File: config.mk
export PLATFORM = sky130hd
export DESIGN_NAME = host_cmd_sequencer_flat
export DESIGN_NICKNAME = d
export VERILOG_FILES = /design/src/rtl/host_cmd_sequencer_if.sv /design/src/rtl/host_cmd_sequencer.sv /design/src/flat_wrapper.sv
export SDC_FILE = /design/constraint.sdc
export NUM_CORES = 1
export LEC_CHECK = 0
export CAP_MARGIN = 5
export CORE_MARGIN = 3
export CORE_UTILIZATION = 30
export DETAILED_ROUTE_END_ITERATION = 8
export PLACE_DENSITY_LB_ADDON = 0.2
export SLEW_MARGIN = 15
export SYNTH_ARGS = -nofsm -noshare
export SYNTH_HDL_FRONTEND = slang
export SYNTH_SLANG_ARGS = --single-unit
File: constraint.sdc
create_clock -name ex_clk -period 1.75 [get_ports ex_clk]
set_input_delay 0.175 -clock ex_clk [delete_from_list [all_inputs] [get_ports ex_clk]]
set_output_delay 0.175 -clock ex_clk [all_outputs]
set_load 0.005 [all_outputs]
File: src/rtl/host_cmd_sequencer_if.sv
// host_cmd_sequencer_if
//   Groups the byte-stream and command/reply handshakes around the host
//   command sequencer.
//
// Handshake rule (applies to cmd_* and tx_*): the producer raises valid and
// holds its payload stable until the cycle where valid && ready are both
// high. The transfer happens on that clock edge. valid never depends
// combinationally on ready. rx_valid is a bare one-cycle strobe with no
// ready: a byte offered while the sequencer cannot take it is lost.
//
// Signals
//   rx_valid/rx_data        : UART receive byte strobe (into sequencer)
//   cmd_valid/ready/code/arg: command handed to sd_fsm
//   cmd_done/cmd_err        : completion pulse from sd_fsm
//   tx_valid/ready/data     : one-byte reply to the UART transmitter
//
// Modports
//   master : the sequencer side
//   slave  : the environment (UART + sd_fsm)
interface host_cmd_sequencer_if;
  logic        rx_valid;
  logic [7:0]  rx_data;
  logic        cmd_valid;
  logic        cmd_ready;
  logic [3:0]  cmd_code;
  logic [31:0] cmd_arg;
  logic        cmd_done;
  logic        cmd_err;
  logic        tx_valid;
  logic        tx_ready;
  logic [7:0]  tx_data;

  modport master (
    input  rx_valid, rx_data,
    output cmd_valid, cmd_code, cmd_arg,
    input  cmd_ready, cmd_done, cmd_err,
    output tx_valid, tx_data,
    input  tx_ready
  );

  modport slave (
    output rx_valid, rx_data,
    input  cmd_valid, cmd_code, cmd_arg,
    output cmd_ready, cmd_done, cmd_err,
    input  tx_valid, tx_data,
    output tx_ready
  );
endinterface

File: src/rtl/host_cmd_sequencer.sv
// host_cmd_sequencer
//   Frames host UART bytes (SYNC, OP, A3, A2, A1, A0, CS) into SD host
//   commands. It issues one command at a time to sd_fsm, waits for
//   completion, and answers the host with a single ACK or NAK byte.
//   CS is the XOR of OP and the four argument bytes. The argument is
//   big-endian.
//
// Ports
//   ex_clk     : system clock
//   ex_resetn  : asynchronous active-low reset
//   host       : host_cmd_sequencer_if.master (rx / cmd / tx handshakes)
//   busy       : high whenever the sequencer is not hunting for SYNC
//   overrun    : sticky; a byte arrived while a command or reply was pending
//   err_count  : saturating count of NAK bytes accepted by the transmitter
//   state_dbg  : current FSM state encoding (see state_e)
//
// Optional build macro
//   TIMEOUT_EN : when defined, a partial frame is abandoned if no byte
//                arrives within TIMEOUT_CYCLES cycles. The abandoned frame
//                counts as an error, and no reply is sent.
module host_cmd_sequencer #(
  parameter logic [7:0] SYNC_BYTE = 8'hA5,
  parameter logic [7:0] ACK_BYTE  = 8'h06,
  parameter logic [7:0] NAK_BYTE  = 8'h15
`ifdef TIMEOUT_EN
  , parameter int       TIMEOUT_CYCLES = 50000
`endif
) (
  input  logic                        ex_clk,
  input  logic                        ex_resetn,
  host_cmd_sequencer_if.master        host,
  output logic                        busy,
  output logic                        overrun,
  output logic [7:0]                  err_count,
  output logic [2:0]                  state_dbg
);

  typedef enum logic [2:0] {
    HUNT   = 3'd0,
    OPCODE = 3'd1,
    ARG    = 3'd2,
    CSUM   = 3'd3,
    ISSUE  = 3'd4,
    WAIT   = 3'd5,
    REPLY  = 3'd6
  } state_e;

  state_e      state_q,     state_d;
  logic [7:0]  op_q,        op_d;
  logic [7:0]  cs_q,        cs_d;
  logic [1:0]  idx_q,       idx_d;
  logic        cmd_valid_q, cmd_valid_d;
  logic [3:0]  cmd_code_q,  cmd_code_d;
  logic [31:0] cmd_arg_q,   cmd_arg_d;
  logic        tx_valid_q,  tx_valid_d;
  logic [7:0]  tx_data_q,   tx_data_d;
  logic        overrun_q,   overrun_d;
  logic [7:0]  err_q,       err_d;
`ifdef TIMEOUT_EN
  logic [15:0] tmo_q,       tmo_d;
  localparam logic [15:0] TMO_LAST = 16'(TIMEOUT_CYCLES - 1);
`endif

  always_comb begin
    state_d     = state_q;
    op_d        = op_q;
    cs_d        = cs_q;
    idx_d       = idx_q;
    cmd_valid_d = cmd_valid_q;
    cmd_code_d  = cmd_code_q;
    cmd_arg_d   = cmd_arg_q;
    tx_valid_d  = tx_valid_q;
    tx_data_d   = tx_data_q;
    overrun_d   = overrun_q;
    err_d       = err_q;
`ifdef TIMEOUT_EN
    tmo_d       = 16'd0;
`endif

    case (state_q)
      HUNT: begin
        if (host.rx_valid && host.rx_data == SYNC_BYTE) begin
          cs_d    = 8'h00;
          idx_d   = 2'd0;
          state_d = OPCODE;
        end
      end

      OPCODE: begin
        if (host.rx_valid) begin
          op_d    = host.rx_data;
          cs_d    = host.rx_data;
          idx_d   = 2'd0;
          state_d = ARG;
        end
      end

      ARG: begin
        // Shifting in at the LSB side leaves the first byte (A3) in
        // bits [31:24] after four bytes, giving the big-endian order.
        // SYNC-valued bytes here are plain data.
        if (host.rx_valid) begin
          cmd_arg_d = {cmd_arg_q[23:0], host.rx_data};
          cs_d      = cs_q ^ host.rx_data;
          idx_d     = idx_q + 2'd1;
          if (idx_q == 2'd3) state_d = CSUM;
        end
      end

      CSUM: begin
        if (host.rx_valid) begin
          if (host.rx_data == cs_q && op_q[7:4] == 4'h0) begin
            cmd_code_d  = op_q[3:0];
            cmd_valid_d = 1'b1;
            state_d     = ISSUE;
          end else begin
            tx_data_d  = NAK_BYTE;
            tx_valid_d = 1'b1;
            state_d    = REPLY;
          end
        end
      end

      ISSUE: begin
        if (host.rx_valid) overrun_d = 1'b1;
        // cmd_done in this state belongs to no accepted command; ignore it.
        if (host.cmd_ready) begin
          cmd_valid_d = 1'b0;
          state_d     = WAIT;
        end
      end

      WAIT: begin
        if (host.rx_valid) overrun_d = 1'b1;
        if (host.cmd_done) begin
          tx_data_d  = host.cmd_err ? NAK_BYTE : ACK_BYTE;
          tx_valid_d = 1'b1;
          state_d    = REPLY;
        end
      end

      REPLY: begin
        if (host.rx_valid) overrun_d = 1'b1;
        if (host.tx_ready) begin
          tx_valid_d = 1'b0;
          if (tx_data_q == NAK_BYTE && err_q != 8'hFF) err_d = err_q + 8'd1;
          state_d = HUNT;
        end
      end

      default: state_d = HUNT;
    endcase

`ifdef TIMEOUT_EN
    // The counter runs only while a frame is being parsed, and every
    // received byte reloads it. Expiry drops the frame silently but
    // still counts it as an error.
    if (state_q == OPCODE || state_q == ARG || state_q == CSUM) begin
      if (host.rx_valid) begin
        tmo_d = 16'd0;
      end else if (tmo_q == TMO_LAST) begin
        tmo_d   = 16'd0;
        state_d = HUNT;
        if (err_q != 8'hFF) err_d = err_q + 8'd1;
      end else begin
        tmo_d = tmo_q + 16'd1;
      end
    end
`endif
  end

  always_ff @(posedge ex_clk or negedge ex_resetn) begin
    if (!ex_resetn) begin
      state_q     <= HUNT;
      op_q        <= 8'h00;
      cs_q        <= 8'h00;
      idx_q       <= 2'd0;
      cmd_valid_q <= 1'b0;
      cmd_code_q  <= 4'h0;
      cmd_arg_q   <= 32'h0;
      tx_valid_q  <= 1'b0;
      tx_data_q   <= 8'h00;
      overrun_q   <= 1'b0;
      err_q       <= 8'h00;
`ifdef TIMEOUT_EN
      tmo_q       <= 16'd0;
`endif
    end else begin
      state_q     <= state_d;
      op_q        <= op_d;
      cs_q        <= cs_d;
      idx_q       <= idx_d;
      cmd_valid_q <= cmd_valid_d;
      cmd_code_q  <= cmd_code_d;
      cmd_arg_q   <= cmd_arg_d;
      tx_valid_q  <= tx_valid_d;
      tx_data_q   <= tx_data_d;
      overrun_q   <= overrun_d;
      err_q       <= err_d;
`ifdef TIMEOUT_EN
      tmo_q       <= tmo_d;
`endif
    end
  end

  assign host.cmd_valid = cmd_valid_q;
  assign host.cmd_code  = cmd_code_q;
  assign host.cmd_arg   = cmd_arg_q;
  assign host.tx_valid  = tx_valid_q;
  assign host.tx_data   = tx_data_q;
  assign busy           = (state_q != HUNT);
  assign overrun        = overrun_q;
  assign err_count      = err_q;
  assign state_dbg      = state_q;

endmodule

File: src/flat_wrapper.sv
// flat-port wrapper written by rule: the top's interface ports become plain ports
module host_cmd_sequencer_flat 
#(
  parameter logic [7:0] SYNC_BYTE = 8'hA5,
  parameter logic [7:0] ACK_BYTE  = 8'h06,
  parameter logic [7:0] NAK_BYTE  = 8'h15

)
  (ex_clk, ex_resetn, busy, overrun, err_count, state_dbg, host_rx_valid, host_rx_data, host_cmd_valid, host_cmd_code, host_cmd_arg, host_cmd_ready, host_cmd_done, host_cmd_err, host_tx_valid, host_tx_data, host_tx_ready);
  host_cmd_sequencer_if host_i ();
  input  logic ex_clk;
  input  logic ex_resetn;
  output logic busy;
  output logic overrun;
  output logic [7:0] err_count;
  output logic [2:0] state_dbg;
  input wire logic [$bits(host_i.rx_valid)-1:0] host_rx_valid;
  input wire logic [$bits(host_i.rx_data)-1:0] host_rx_data;
  output wire logic [$bits(host_i.cmd_valid)-1:0] host_cmd_valid;
  output wire logic [$bits(host_i.cmd_code)-1:0] host_cmd_code;
  output wire logic [$bits(host_i.cmd_arg)-1:0] host_cmd_arg;
  input wire logic [$bits(host_i.cmd_ready)-1:0] host_cmd_ready;
  input wire logic [$bits(host_i.cmd_done)-1:0] host_cmd_done;
  input wire logic [$bits(host_i.cmd_err)-1:0] host_cmd_err;
  output wire logic [$bits(host_i.tx_valid)-1:0] host_tx_valid;
  output wire logic [$bits(host_i.tx_data)-1:0] host_tx_data;
  input wire logic [$bits(host_i.tx_ready)-1:0] host_tx_ready;
  assign host_i.rx_valid = host_rx_valid;
  assign host_i.rx_data = host_rx_data;
  assign host_cmd_valid = host_i.cmd_valid;
  assign host_cmd_code = host_i.cmd_code;
  assign host_cmd_arg = host_i.cmd_arg;
  assign host_i.cmd_ready = host_cmd_ready;
  assign host_i.cmd_done = host_cmd_done;
  assign host_i.cmd_err = host_cmd_err;
  assign host_tx_valid = host_i.tx_valid;
  assign host_tx_data = host_i.tx_data;
  assign host_i.tx_ready = host_tx_ready;
  host_cmd_sequencer #(.SYNC_BYTE(SYNC_BYTE), .ACK_BYTE(ACK_BYTE), .NAK_BYTE(NAK_BYTE)) u_core (.ex_clk(ex_clk), .ex_resetn(ex_resetn), .host(host_i), .busy(busy), .overrun(overrun), .err_count(err_count), .state_dbg(state_dbg));
endmodule
==> run_results.csv, run 1 <==
group,metric,value,unit
critical_path,cp_data_arrival_time,1.94,ns
global_routing,grt_max_degree,39,
cells_and_area,final_core_utilization,0.4578,
sta,max_clock_freq,0.5860,GHz
global_routing,grt_util_overall,0.1412,
sta,layout_worst_path_cycle_share,0.9752,
sta,fin_worst_setup_slack,0.04346,ns
hold_path,hp-class,"input pin to async pin",
sta,finalCriticalPeriod,1.707,ns
detailed_routing,top_metal_used,"met4",
detailed_routing,drc,0,
critical_path,timing.reg2reg.setup_slack,0.04,ns
power_and_ir_drop,total_leakage_power,2.203,nW
detailed_routing,wirelength,7984,um
clocking,number_of_clock_sinks,71,
die,placeableCoreArea,0.01037,mm2
detailed_routing,drt_iter0_markers,104,
logic_synthesis,postSynth.asyncResetShare,1.000,
logic_synthesis,seq_area_frac_synth,0.5521,
die,die_y,109.6,um
cells_and_area,final_cell_mix,"sky130_fd_sc_hd__nand2_1 (110), sky130_fd_sc_hd__dfrtp_1 (70), sky130_fd_sc_hd__clkdlybuf4s50_1 (67), sky130_fd_sc_hd__buf_4 (45), sky130_fd_sc_hd__mux2_2 (12)",
detailed_routing,ant_nets_after_route,0,
global_routing,grt_antenna_before_repair,0,
logic_synthesis,yosys_most_used_dff,"sky130_fd_sc_hd__dfrtp_1",
critical_path,cp.required,1.98,ns
logic_synthesis,post_synth_inst_count,319,
die,chipWidth,109.6,um
global_routing,grt_pass1_vias,2637,
sta,rsz0062_at_grt,"true",
logic_synthesis,count_of_synthesis_stage_warnings_from_yosys,0,
logic_synthesis,ys_types,47,
clocking,clock_tree.root_cell,"sky130_fd_sc_hd__clkbuf_8",
detailed_routing,vias,2656,
cells_and_area,antenna_cells,0,
critical_path,timing.critical_path.fanout_max,5,
critical_path,setup.worst_path.end_class,"flip-flop",
sta,setup_violating_endpoint_count_in_the_final_report,0,
global_routing,grt_overflow_total,0,
cells_and_area,drive_gt1_frac,0.2330,
detailed_routing,wl_met1,3799,um
detailed_routing,wire_per_inst,13.81,um
logic_synthesis,synth_enable_flop_cells,0,
clocking,cts_tree,"yes",
power_and_ir_drop,vdd_drop_max,0.0005514,V
placed_design,detailedPlacementHpwl,5738,um
power_and_ir_drop,power-per-cell-area,1556,mW/mm2
clocking,cts.reportedPaths.clkPinSlew,0.08,ns
detailed_routing,per_cell_via_count_in_the_routed_design,4.595,
placed_design,io_buffer_count,69,
detailed_routing,routed-wl-met2,3732,um
cells_and_area,stdcell_count,578,
logic_synthesis,post_synth.cell_area_avg,10.09,um2
logic_synthesis,synthesis.area,0.003218,mm2
die,pin_count,74,
critical_path,startpoint_type,"flip-flop",
placed_design,detailedPlace.worstSlack,-0.2814,ns
cells_and_area,area_growth,47.51,%
sta,fin_worst_skew,0.007067,ns
global_routing,grt_pass1_wl,13170,um
placed_design,placed_cells,550,
cells_and_area,final_net_count,454,
sta,final-max-slew-violation-count,0,
run,max_cap_violations,0,
sta,final_hold_viol_count,0,
status,outcome,"finished, final reports clean",
logic_synthesis,synth_seq_cells,71,
placed_design,finalWeightedCongestion,0.7744,
clocking,cts-buffers-inserted,9,
die,die_area,0.01201,mm2
detailed_routing,route.met3.wl,361,um
sta,fin_setup_tns,0,ns
clocking,max-clock-path-buffers,2,
clocking,htreeDepth,3,
detailed_routing,dr.pass1.iters,7,
cells_and_area,mostFrequentLayoutCell,"sky130_fd_sc_hd__nand2_1",
clocking,clock_latency,0.34,ns
critical_path,timing.setup.critical_path_class,"flip-flop to flip-flop",
die,std_cell_rows,37,
die,start_util,0.3103,
==> final timing paths <==
kind	start	endpoint	cells past startpoint
worst min-delay path	ex_resetn	u_core.host.cmd_code[0]$_DFFE_PN0P_	2
max in group asynchronous	ex_resetn	u_core.cs_q[7]$_DFFE_PN0P_	3
worst max-delay path	u_core.cs_q[0]$_DFFE_PN0P_	u_core.host.cmd_code[2]$_DFFE_PN0P_	5
worst max register to register	u_core.cs_q[0]$_DFFE_PN0P_	u_core.host.cmd_code[2]$_DFFE_PN0P_	5
min in group ex_clk	u_core.host.cmd_arg[31]$_DFFE_PN0P_	u_core.host.cmd_arg[31]$_DFFE_PN0P_	2
worst min register to register	u_core.host.cmd_arg[31]$_DFFE_PN0P_	u_core.host.cmd_arg[31]$_DFFE_PN0P_	2
==> final cells by class <==
class | count | area (um2)
Fill cell | 986 | 5623
Multi-Input combinational cell | 226 | 1400
Sequential cell | 71 | 1778
Timing Repair Buffer | 124 | 1151
Clock buffer | 9 | 123.9
Clock inverter | 7 | 105.1
Tap cell | 136 | 170.2
Inverter | 5 | 18.77
==> state kept, by name, summed over array words and instances, names as in the netlist <==
signal	flops
u_core.idx_q	2
u_core.cs_q	8
u_core.host.tx_data	3
u_core.err_count	8
u_core.host.cmd_code	4
u_core.overrun	1
u_core.host.tx_valid	1
u_core.state_dbg	3
u_core.op_q	8
u_core.host.cmd_arg	32
u_core.host.cmd_valid	1
==> metal layers <==
layer,track usage,up-vias
li1,-,1313
met1,0.1946,1266
met2,0.2206,71
met3,0.02642,6
met4,0.05343,0
met5,0,-
==> cells by family (layout without fill, tap and decap cells) <==
| family | count (synthesis) | count (layout) | share of synthesized area |
|---|---|---|---|
| compound gates | 36 | 36 | 0.08282 |
| xor+xnor | 15 | 15 | 0.04083 |
| fa+ha+maj | 2 | 2 | 0.007775 |
| buf+inv | 25 | 145 | 0.03888 |
| flops | 71 | 71 | 0.5521 |
| mux | 14 | 14 | 0.04860 |
| other cells | 1 | 4 | 0.001165 |
| simple gates | 155 | 155 | 0.2278 |
==> repair_timing <==
action	4_1_cts	5_1_grt
setup buffers	5	5
gates resized for setup	11	13
endpoints found under the setup margin	17	36
hold buffers	1	0
pin swaps	3	10
hold endpoints to repair	52	0
cloned	0	1
==> where the power goes <==
group          total [W]  internal [W]  switching (W)  leakage (nW)
Combinational    0.00315       0.00183        0.00132          1.20
Clock            0.00149      0.000822       0.000671         0.112
Sequential       0.00274       0.00227       0.000471         0.886
==> synthesized netlist by cell type, types with 2 or more instances <==
cell type | number | area [um2]
sky130_fd_sc_hd__nand2_1 | 110 | 412.9
sky130_fd_sc_hd__dfrtp_1 | 71 | 1777
sky130_fd_sc_hd__mux2_2 | 13 | 146.4
sky130_fd_sc_hd__xnor2_1 | 12 | 105.1
sky130_fd_sc_hd__o21ai_0 | 9 | 45.04
sky130_fd_sc_hd__a221o_1 | 7 | 70.07
sky130_fd_sc_hd__buf_2 | 7 | 35.03
sky130_fd_sc_hd__clkbuf_1 | 7 | 26.28
sky130_fd_sc_hd__buf_4 | 6 | 45.04
sky130_fd_sc_hd__nor4b_1 | 6 | 52.55
sky130_fd_sc_hd__inv_1 | 5 | 18.77
sky130_fd_sc_hd__nand2b_1 | 5 | 31.28
sky130_fd_sc_hd__nand3_1 | 5 | 25.02
sky130_fd_sc_hd__a21oi_1 | 4 | 20.02
sky130_fd_sc_hd__nor2_1 | 4 | 15.01
sky130_fd_sc_hd__nor3b_1 | 4 | 30.03
sky130_fd_sc_hd__nand3b_1 | 3 | 22.52
sky130_fd_sc_hd__nand4_1 | 3 | 18.77
sky130_fd_sc_hd__nor3_1 | 3 | 15.01
sky130_fd_sc_hd__xor2_1 | 3 | 26.28
sky130_fd_sc_hd__ha_1 | 2 | 25.02
sky130_fd_sc_hd__nand4b_1 | 2 | 17.52
sky130_fd_sc_hd__nor2b_1 | 2 | 12.51
sky130_fd_sc_hd__o31ai_1 | 2 | 15.01
sky130_fd_sc_hd__o41ai_1 | 2 | 17.52
==> critical path, cell delays in order, from the launching register on <==
cell                      delay (ns)
sky130_fd_sc_hd__dfrtp_1        0.42
sky130_fd_sc_hd__xnor2_1        0.18
sky130_fd_sc_hd__nand4_1        0.19
sky130_fd_sc_hd__nor4_4         0.30
sky130_fd_sc_hd__buf_4          0.18
sky130_fd_sc_hd__mux2_2         0.33
==> per-stage QoR <==
stage                     cell area, um2  power (W)  hold slack [ns]
after detailed placement            4332   0.005753          0.05761
final                               4747   0.007388           0.2241
after global routing                4747   0.007990           0.2271
after global placement              4332   0.005688          0.05924
after floorplan                     3229   0.004106          -0.1206
after CTS                           4652   0.007390           0.2140
Note: power is estimated with default switching activity, not from simulation.
==> inputs of run 2 (changes only) <==
Settings changed: ABC_CLOCK_PERIOD_IN_PS from default to 1750, CORE_UTILIZATION 30 to 45, SETUP_SLACK_MARGIN from default to 0.2.
==> run 2 against run 1 <==
Sequential share of layout area down 1.6 points. Critical endpoint unchanged. The run now ends with negative setup slack left. Utilization up 27 points. Wire length up 8.4%. Sequential cell count unchanged.
==> run_results.csv, run 2 (synthesis results as in run 1) <==
group,metric,value,unit
detailed_routing,per_cell_via_count_in_the_routed_design,5.164,
clocking,cts_tree,"yes",
sta,fin_worst_skew,0.01356,ns
global_routing,grt_antenna_before_repair,0,
sta,final_hold_viol_count,0,
cells_and_area,antenna_cells,0,
die,start_util,0.4685,
die,die_y,90.57,um
run,max_cap_violations,0,
critical_path,cp_data_arrival_time,2.01,ns
global_routing,grt_overflow_total,0,
cells_and_area,final_cell_mix,"sky130_fd_sc_hd__nand2_1 (108), sky130_fd_sc_hd__dfrtp_1 (66), sky130_fd_sc_hd__clkdlybuf4s50_1 (61), sky130_fd_sc_hd__buf_4 (45), sky130_fd_sc_hd__buf_6 (14)",
power_and_ir_drop,seqPwrFrac,0.361,
critical_path,cp.required,1.99,ns
global_routing,grt_pass1_wl,13560,um
status,failed_checks,"negative setup slack",
placed_design,detailedPlacementHpwl,5223,um
cells_and_area,stdcell_count,548,
power_and_ir_drop,internal-power,0.004938,W
critical_path,timing.reg2reg.setup_slack,-0.02,ns
critical_path,timing.setup.critical_path_class,"flip-flop to flip-flop",
die,std_cell_rows,30,
clocking,number_of_clock_sinks,71,
sta,final-max-slew-violation-count,0,
hold_path,holdPathEnd,"u_core.host.cmd_arg[5]$_DFFE_PN0P_",
detailed_routing,ant_nets_after_route,0,
detailed_routing,wire_per_inst,15.79,um
global_routing,grt_util_overall,0.2072,
power_and_ir_drop,combinationalPowerShare,0.478,
global_routing,grt_pass1_vias,2756,
clocking,cts.reportedPaths.clkPinSlew,0.09,ns
sta,rsz0062_at_grt,"true",
detailed_routing,drt_iter0_markers,143,
power_and_ir_drop,power-per-cell-area,1558,mW/mm2
detailed_routing,vias,2830,
detailed_routing,wirelength,8653,um
die,chipWidth,90.57,um
clocking,clock_tree.root_cell,"sky130_fd_sc_hd__clkbuf_8",
detailed_routing,drc,0,
critical_path,startpoint_type,"flip-flop",
die,placeableCoreArea,0.006869,mm2
hold_path,hold_depth,4,
sta,setup_violating_endpoint_count_in_the_final_report,2,
placed_design,io_buffer_count,69,
cells_and_area,final_net_count,464,
sta,max_clock_freq,0.5654,GHz
sta,fin_worst_setup_slack,-0.01868,ns
power_and_ir_drop,vdd_drop_max,0.0007360,V
hold_path,hold_start,"host_rx_data[5]",
cells_and_area,mostFrequentLayoutCell,"sky130_fd_sc_hd__nand2_1",
placed_design,placed_cells,504,
placed_design,finalWeightedCongestion,0.8473,
cells_and_area,final_core_utilization,0.7233,
critical_path,worst_r2r_endpoint,"u_core.host.cmd_code[2]$_DFFE_PN0P_",
cells_and_area,drive_gt1_frac,0.3031,
sta,layout_worst_path_cycle_share,1.011,
power_and_ir_drop,net-switching-power,0.002802,W
power_and_ir_drop,power_frac_clock,0.161,
placed_design,detailedPlace.worstSlack,-0.2969,ns
hold_path,hp-class,"input pin to flip-flop",
clocking,htreeDepth,3,
critical_path,timing.critical_path.fanout_max,5,
cells_and_area,filler_cell_count,494,
global_routing,grt_max_degree,72,
cells_and_area,area_growth,54.39,%
clocking,max-clock-path-buffers,2,
die,die_area,0.008202,mm2
status,outcome,"finished with violations",
power_and_ir_drop,total_leakage_power,2.389,nW
critical_path,critical_path.reg2reg.startpoint,"u_core.cs_q[5]$_DFFE_PN0P_",
die,pin_count,74,
critical_path,worstRegToRegCells,5,
sta,finalCriticalPeriod,1.769,ns
clocking,cts-buffers-inserted,9,
power_and_ir_drop,sw_frac_of_total,0.3620,
clocking,clock_latency,0.35,ns
critical_path,setup.worst_path.end_class,"flip-flop",
cells_and_area,largest_register_ffs,32,
detailed_routing,dr.pass1.iters,4,
-- run 2: cell types whose count changed in the layout (fill, tap and decap cells not counted), moves of 4 or more --
cell                              change
sky130_fd_sc_hd__buf_6                +7
sky130_fd_sc_hd__clkdlybuf4s50_1      -6
sky130_fd_sc_hd__dfrtp_1              -4
sky130_fd_sc_hd__dfrtp_2              +4
sky130_fd_sc_hd__o21ai_0              -4
sky130_fd_sc_hd__o21ai_1              +4
-- run 2: power by group through the flow --
stage	Clock, W	Combinational (W)	Sequential, W
2_1_floorplan	0	0.00139	0.00274
3_3_place_gp	0	0.00284	0.00278
3_5_place_dp	0	0.00291	0.00280
4_1_cts	0.00125	0.00340	0.00277
5_1_grt	0.00134	0.00400	0.00286
6_report	0.00124	0.00370	0.00279
-- run 2: per-stage QoR --
stage	TNS (ns)	hold WS [ns]	instance area, um2	total power (W)
global route	-0.2376	0.2826	4969	0.008204
detailed placement	-4.091	0.2286	4255	0.005709
finish	-0.03632	0.2637	4969	0.007740
CTS	0	0.2727	4760	0.007419
global placement	-3.688	0.2277	4255	0.005625
floorplan	0	-0.1206	3257	0.004140
-- run 2: metal layers --
layer	vias up	global-route usage	share of wire
met4	0	0.1020	0.026
met2	100	0.3311	0.50
li1	1338	-	-
met5	-	0	0
met3	21	0.03250	0.045
met1	1371	0.2749	0.43
-- run 2: cell type report --
type                    count  area (um2)  area share
well taps                  96       120.1     0.02418
flip-flops and latches     71        1783      0.3589
repair buffers            133        1262      0.2541
clock buffers               9       123.9     0.02493
clock inverters             7       60.06     0.01209
multi-input cells         227        1600      0.3221
inverters                   5       18.77    0.003777
-- run 2: worst max-delay path by stage --
stage                     slack (ns)                       start  cells after the start                                   to
after detailed placement       -0.30             host_rx_data[4]                      5  u_core.host.cmd_code[3]$_DFFE_PN0P_
after global placement         -0.28             host_rx_data[4]                      5  u_core.host.cmd_code[2]$_DFFE_PN0P_
final                          -0.02  u_core.cs_q[5]$_DFFE_PN0P_                      5  u_core.host.cmd_code[2]$_DFFE_PN0P_
after CTS                       0.03  u_core.cs_q[4]$_DFFE_PN0P_                      5  u_core.host.cmd_code[1]$_DFFE_PN0P_
after global routing           -0.08  u_core.cs_q[5]$_DFFE_PN0P_                      5  u_core.host.cmd_code[1]$_DFFE_PN0P_
after floorplan                 0.13  u_core.cs_q[4]$_DFFE_PN0P_                      4  u_core.host.cmd_code[0]$_DFFE_PN0P_
-- run 2: critical path, stage by stage, from the launching register on --
cell and delay [ns]:
sky130_fd_sc_hd__dfrtp_1 0.42, sky130_fd_sc_hd__xnor2_1 0.17, sky130_fd_sc_hd__nand4_1 0.23, sky130_fd_sc_hd__nor4_4 0.33, sky130_fd_sc_hd__buf_4 0.18, sky130_fd_sc_hd__mux2_2 0.33
-- run 2: timing repair --
| item | in CTS | in global routing |
|---|---|---|
| cloned | 2 | 0 |
| resized for setup | 45 | 37 |
| endpoints found under the setup margin | 29 | 65 |
| hold buffers | 1 | 0 |
| pin swaps | 18 | 18 |
| hold endpoints to repair | 71 | 0 |
| setup buffers | 16 | 9 |
==> inputs of run 3 (changes only) <==
Settings changed: CORE_MARGIN 3 to 5, SETUP_SLACK_MARGIN 0.2 to 0.3.
==> run 3 against run 2 <==
The flow still finishes with violations (negative setup slack). Hold slack got worse by 0.11 ns. Critical path depth rose by 1. Worst setup slack worse by 0.013 ns. Clock power up 6%.
==> run_results.csv, run 3 (synthesis results as in run 1) <==
group,metric,value,unit
detailed_routing,ant_nets_after_route,0,
cells_and_area,drive_gt1_frac,0.4318,
critical_path,critical_path.startpoint,"u_core.op_q[6]$_DFFE_PN0P_",
power_and_ir_drop,vdd_drop_max,0.0008605,V
global_routing,grt_pass1_vias,2943,
detailed_routing,drc,0,
power_and_ir_drop,internal-power,0.005580,W
power_and_ir_drop,power_frac_clock,0.149,
cells_and_area,largest_register_ffs,32,
clocking,cts-buffers-inserted,9,
critical_path,cp_data_arrival_time,2.00,ns
placed_design,detailedPlace.worstSlack,-0.3272,ns
clocking,cts.reportedPaths.clkPinSlew,0.08,ns
detailed_routing,drt_iter0_markers,191,
critical_path,cp.required,1.97,ns
clocking,clock_latency,0.35,ns
hold_path,hp-class,"input pin to flip-flop",
sta,fin_worst_setup_slack,-0.03151,ns
die,placeableCoreArea,0.006869,mm2
power_and_ir_drop,total_leakage_power,3.010,nW
critical_path,startpoint_type,"flip-flop",
power_and_ir_drop,seqPwrFrac,0.324,
sta,rsz0062_at_grt,"true",
die,die_y,94.57,um
global_routing,grt_pass1_wl,14880,um
sta,final-max-slew-violation-count,0,
power_and_ir_drop,power-per-cell-area,1560,mW/mm2
clocking,cts_tree,"yes",
die,start_util,0.4685,
die,pin_count,74,
cells_and_area,area_growth,74.49,%
detailed_routing,routed-wl-met2,5305,um
clocking,clock_tree.root_cell,"sky130_fd_sc_hd__clkbuf_8",
power_and_ir_drop,combinationalPowerShare,0.526,
run,max_cap_violations,0,
global_routing,grt_util_overall,0.2143,
detailed_routing,top_metal_used,"met4",
clocking,max-clock-path-buffers,2,
detailed_routing,dr.pass1.iters,4,
power_and_ir_drop,net-switching-power,0.003178,W
critical_path,setup.worst_path.end_class,"flip-flop",
sta,layout_worst_path_cycle_share,1.018,
detailed_routing,wire_per_inst,18.04,um
cells_and_area,final_cell_mix,"sky130_fd_sc_hd__nand2_1 (68), sky130_fd_sc_hd__dfrtp_1 (68), sky130_fd_sc_hd__buf_4 (65), sky130_fd_sc_hd__nand2_2 (31), sky130_fd_sc_hd__clkdlybuf4s50_1 (30)",
status,outcome,"finished with violations",
critical_path,timing.setup.critical_path_class,"flip-flop to flip-flop",
detailed_routing,route.met3.wl,652,um
placed_design,io_buffer_count,69,
cells_and_area,final_net_count,496,
sta,fin_setup_tns,-0.1061,ns
die,die_area,0.008943,mm2
sta,max_clock_freq,0.5613,GHz
detailed_routing,per_cell_via_count_in_the_routed_design,5.328,
power_and_ir_drop,sw_frac_of_total,0.3629,
detailed_routing,vias,3090,
hold_path,hold_start,"host_rx_data[2]",
global_routing,grt_antenna_before_repair,0,
detailed_routing,wirelength,10470,um
placed_design,finalWeightedCongestion,0.9005,
critical_path,critical_path.reg2reg.startpoint,"u_core.op_q[6]$_DFFE_PN0P_",
clocking,number_of_clock_sinks,71,
sta,setup_violating_endpoint_count_in_the_final_report,4,
cells_and_area,antenna_cells,0,
detailed_routing,wl_met1,4280,um
global_routing,grt_overflow_total,0,
global_routing,grt_max_degree,38,
sta,final_hold_viol_count,0,
status,failed_checks,"negative setup slack",
sta,fin_worst_skew,0.01670,ns
sta,finalCriticalPeriod,1.782,ns
die,std_cell_rows,30,
die,chipWidth,94.57,um
placed_design,detailedPlacementHpwl,5506,um
clocking,htreeDepth,3,
critical_path,timing.critical_path.fanout_max,5,
[run 3: cell types whose count changed in the layout (fill, tap and decap cells not counted), moves of 4 or more]
cell / before / now
sky130_fd_sc_hd__buf_4: 45 / 65
sky130_fd_sc_hd__buf_6: 14 / 18
sky130_fd_sc_hd__buf_8: 0 / 4
sky130_fd_sc_hd__clkbuf_16: 0 / 5
sky130_fd_sc_hd__clkdlybuf4s50_1: 61 / 30
sky130_fd_sc_hd__dlygate4sd2_1: 3 / 8
sky130_fd_sc_hd__dlymetal6s2s_1: 2 / 27
sky130_fd_sc_hd__mux2_2: 10 / 1
sky130_fd_sc_hd__mux2_4: 3 / 12
sky130_fd_sc_hd__nand2_1: 108 / 68
sky130_fd_sc_hd__nand2_2: 1 / 31
sky130_fd_sc_hd__nand2_4: 1 / 11
[run 3: power by group through the flow]
stage | Sequential (W) | Clock, W | Combinational [W]
2_1_floorplan | 0.00275 | 0 | 0.00144
3_5_place_dp | 0.00282 | 0 | 0.00287
3_3_place_gp | 0.00280 | 0 | 0.00280
6_report | 0.00284 | 0.00131 | 0.00461
4_1_cts | 0.00276 | 0.00131 | 0.00336
5_1_grt | 0.00292 | 0.00140 | 0.00494
[run 3: worst paths after layout]
path                                                       end  slack, ns  depth (start not counted)
max in group asynchronous      u_core.err_count[2]$_DFFE_PN0P_       0.98                          3
min                         u_core.host.cmd_arg[2]$_DFFE_PN0P_       0.16                          3
min in group asynchronous      u_core.err_count[1]$_DFFE_PN0P_       0.41                          3
max                        u_core.host.cmd_code[3]$_DFFE_PN0P_      -0.03                          6
max reg2reg                u_core.host.cmd_code[3]$_DFFE_PN0P_      -0.03                          6
min reg2reg                u_core.host.cmd_arg[30]$_DFFE_PN0P_       0.47                          2
[run 3: layer usage]
layer,global-route usage,up-vias
met4,0.07452,0
met5,0,-
li1,-,1406
met3,0.04861,20
met2,0.3552,136
met1,0.2772,1528
[run 3: critical path: stages, from the launching register on]
cell	delay (ns)
sky130_fd_sc_hd__dfrtp_1	0.42
sky130_fd_sc_hd__nor4_4	0.31
sky130_fd_sc_hd__buf_4	0.17
sky130_fd_sc_hd__nand3_4	0.07
sky130_fd_sc_hd__nor4_4	0.23
sky130_fd_sc_hd__buf_6	0.16
sky130_fd_sc_hd__mux2_4	0.30
[run 3: area by class of cell]
cell class / instances / area, um2
clock buffer: 9 / 123.9
clock inverter: 7 / 72.57
fill: 396 / 1254
inverter: 5 / 18.77
multi-input combinational: 227 / 1805
sequential: 71 / 1780
tap: 96 / 120.1
timing repair buffer: 165 / 1694
[run 3: per-stage QoR]
step | std cells | hold slack, ns | util | total power (W) | instance area (um2)
detailed placement | 500 | 0.2528 | 0.6189 | 0.005689 | 4252
global route | 580 | 0.1453 | 0.8175 | 0.009262 | 5615
CTS | 544 | 0.3791 | 0.7084 | 0.007442 | 4866
floorplan | 322 | -0.1206 | - | 0.004188 | 3317
global placement | 500 | 0.2454 | 0.6189 | 0.005604 | 4252
finish | 580 | 0.1576 | 0.8175 | 0.008758 | 5615
[run 3: what timing repair did]
action | CTS | global route
hold endpoints to repair | 71 | 0
endpoints found under the setup margin | 69 | 97
pin swaps | 20 | 61
buffers inserted | 25 | 29
gates cloned | 2 | 7
gates resized for setup | 66 | 113
hold buffers | 1 | 0
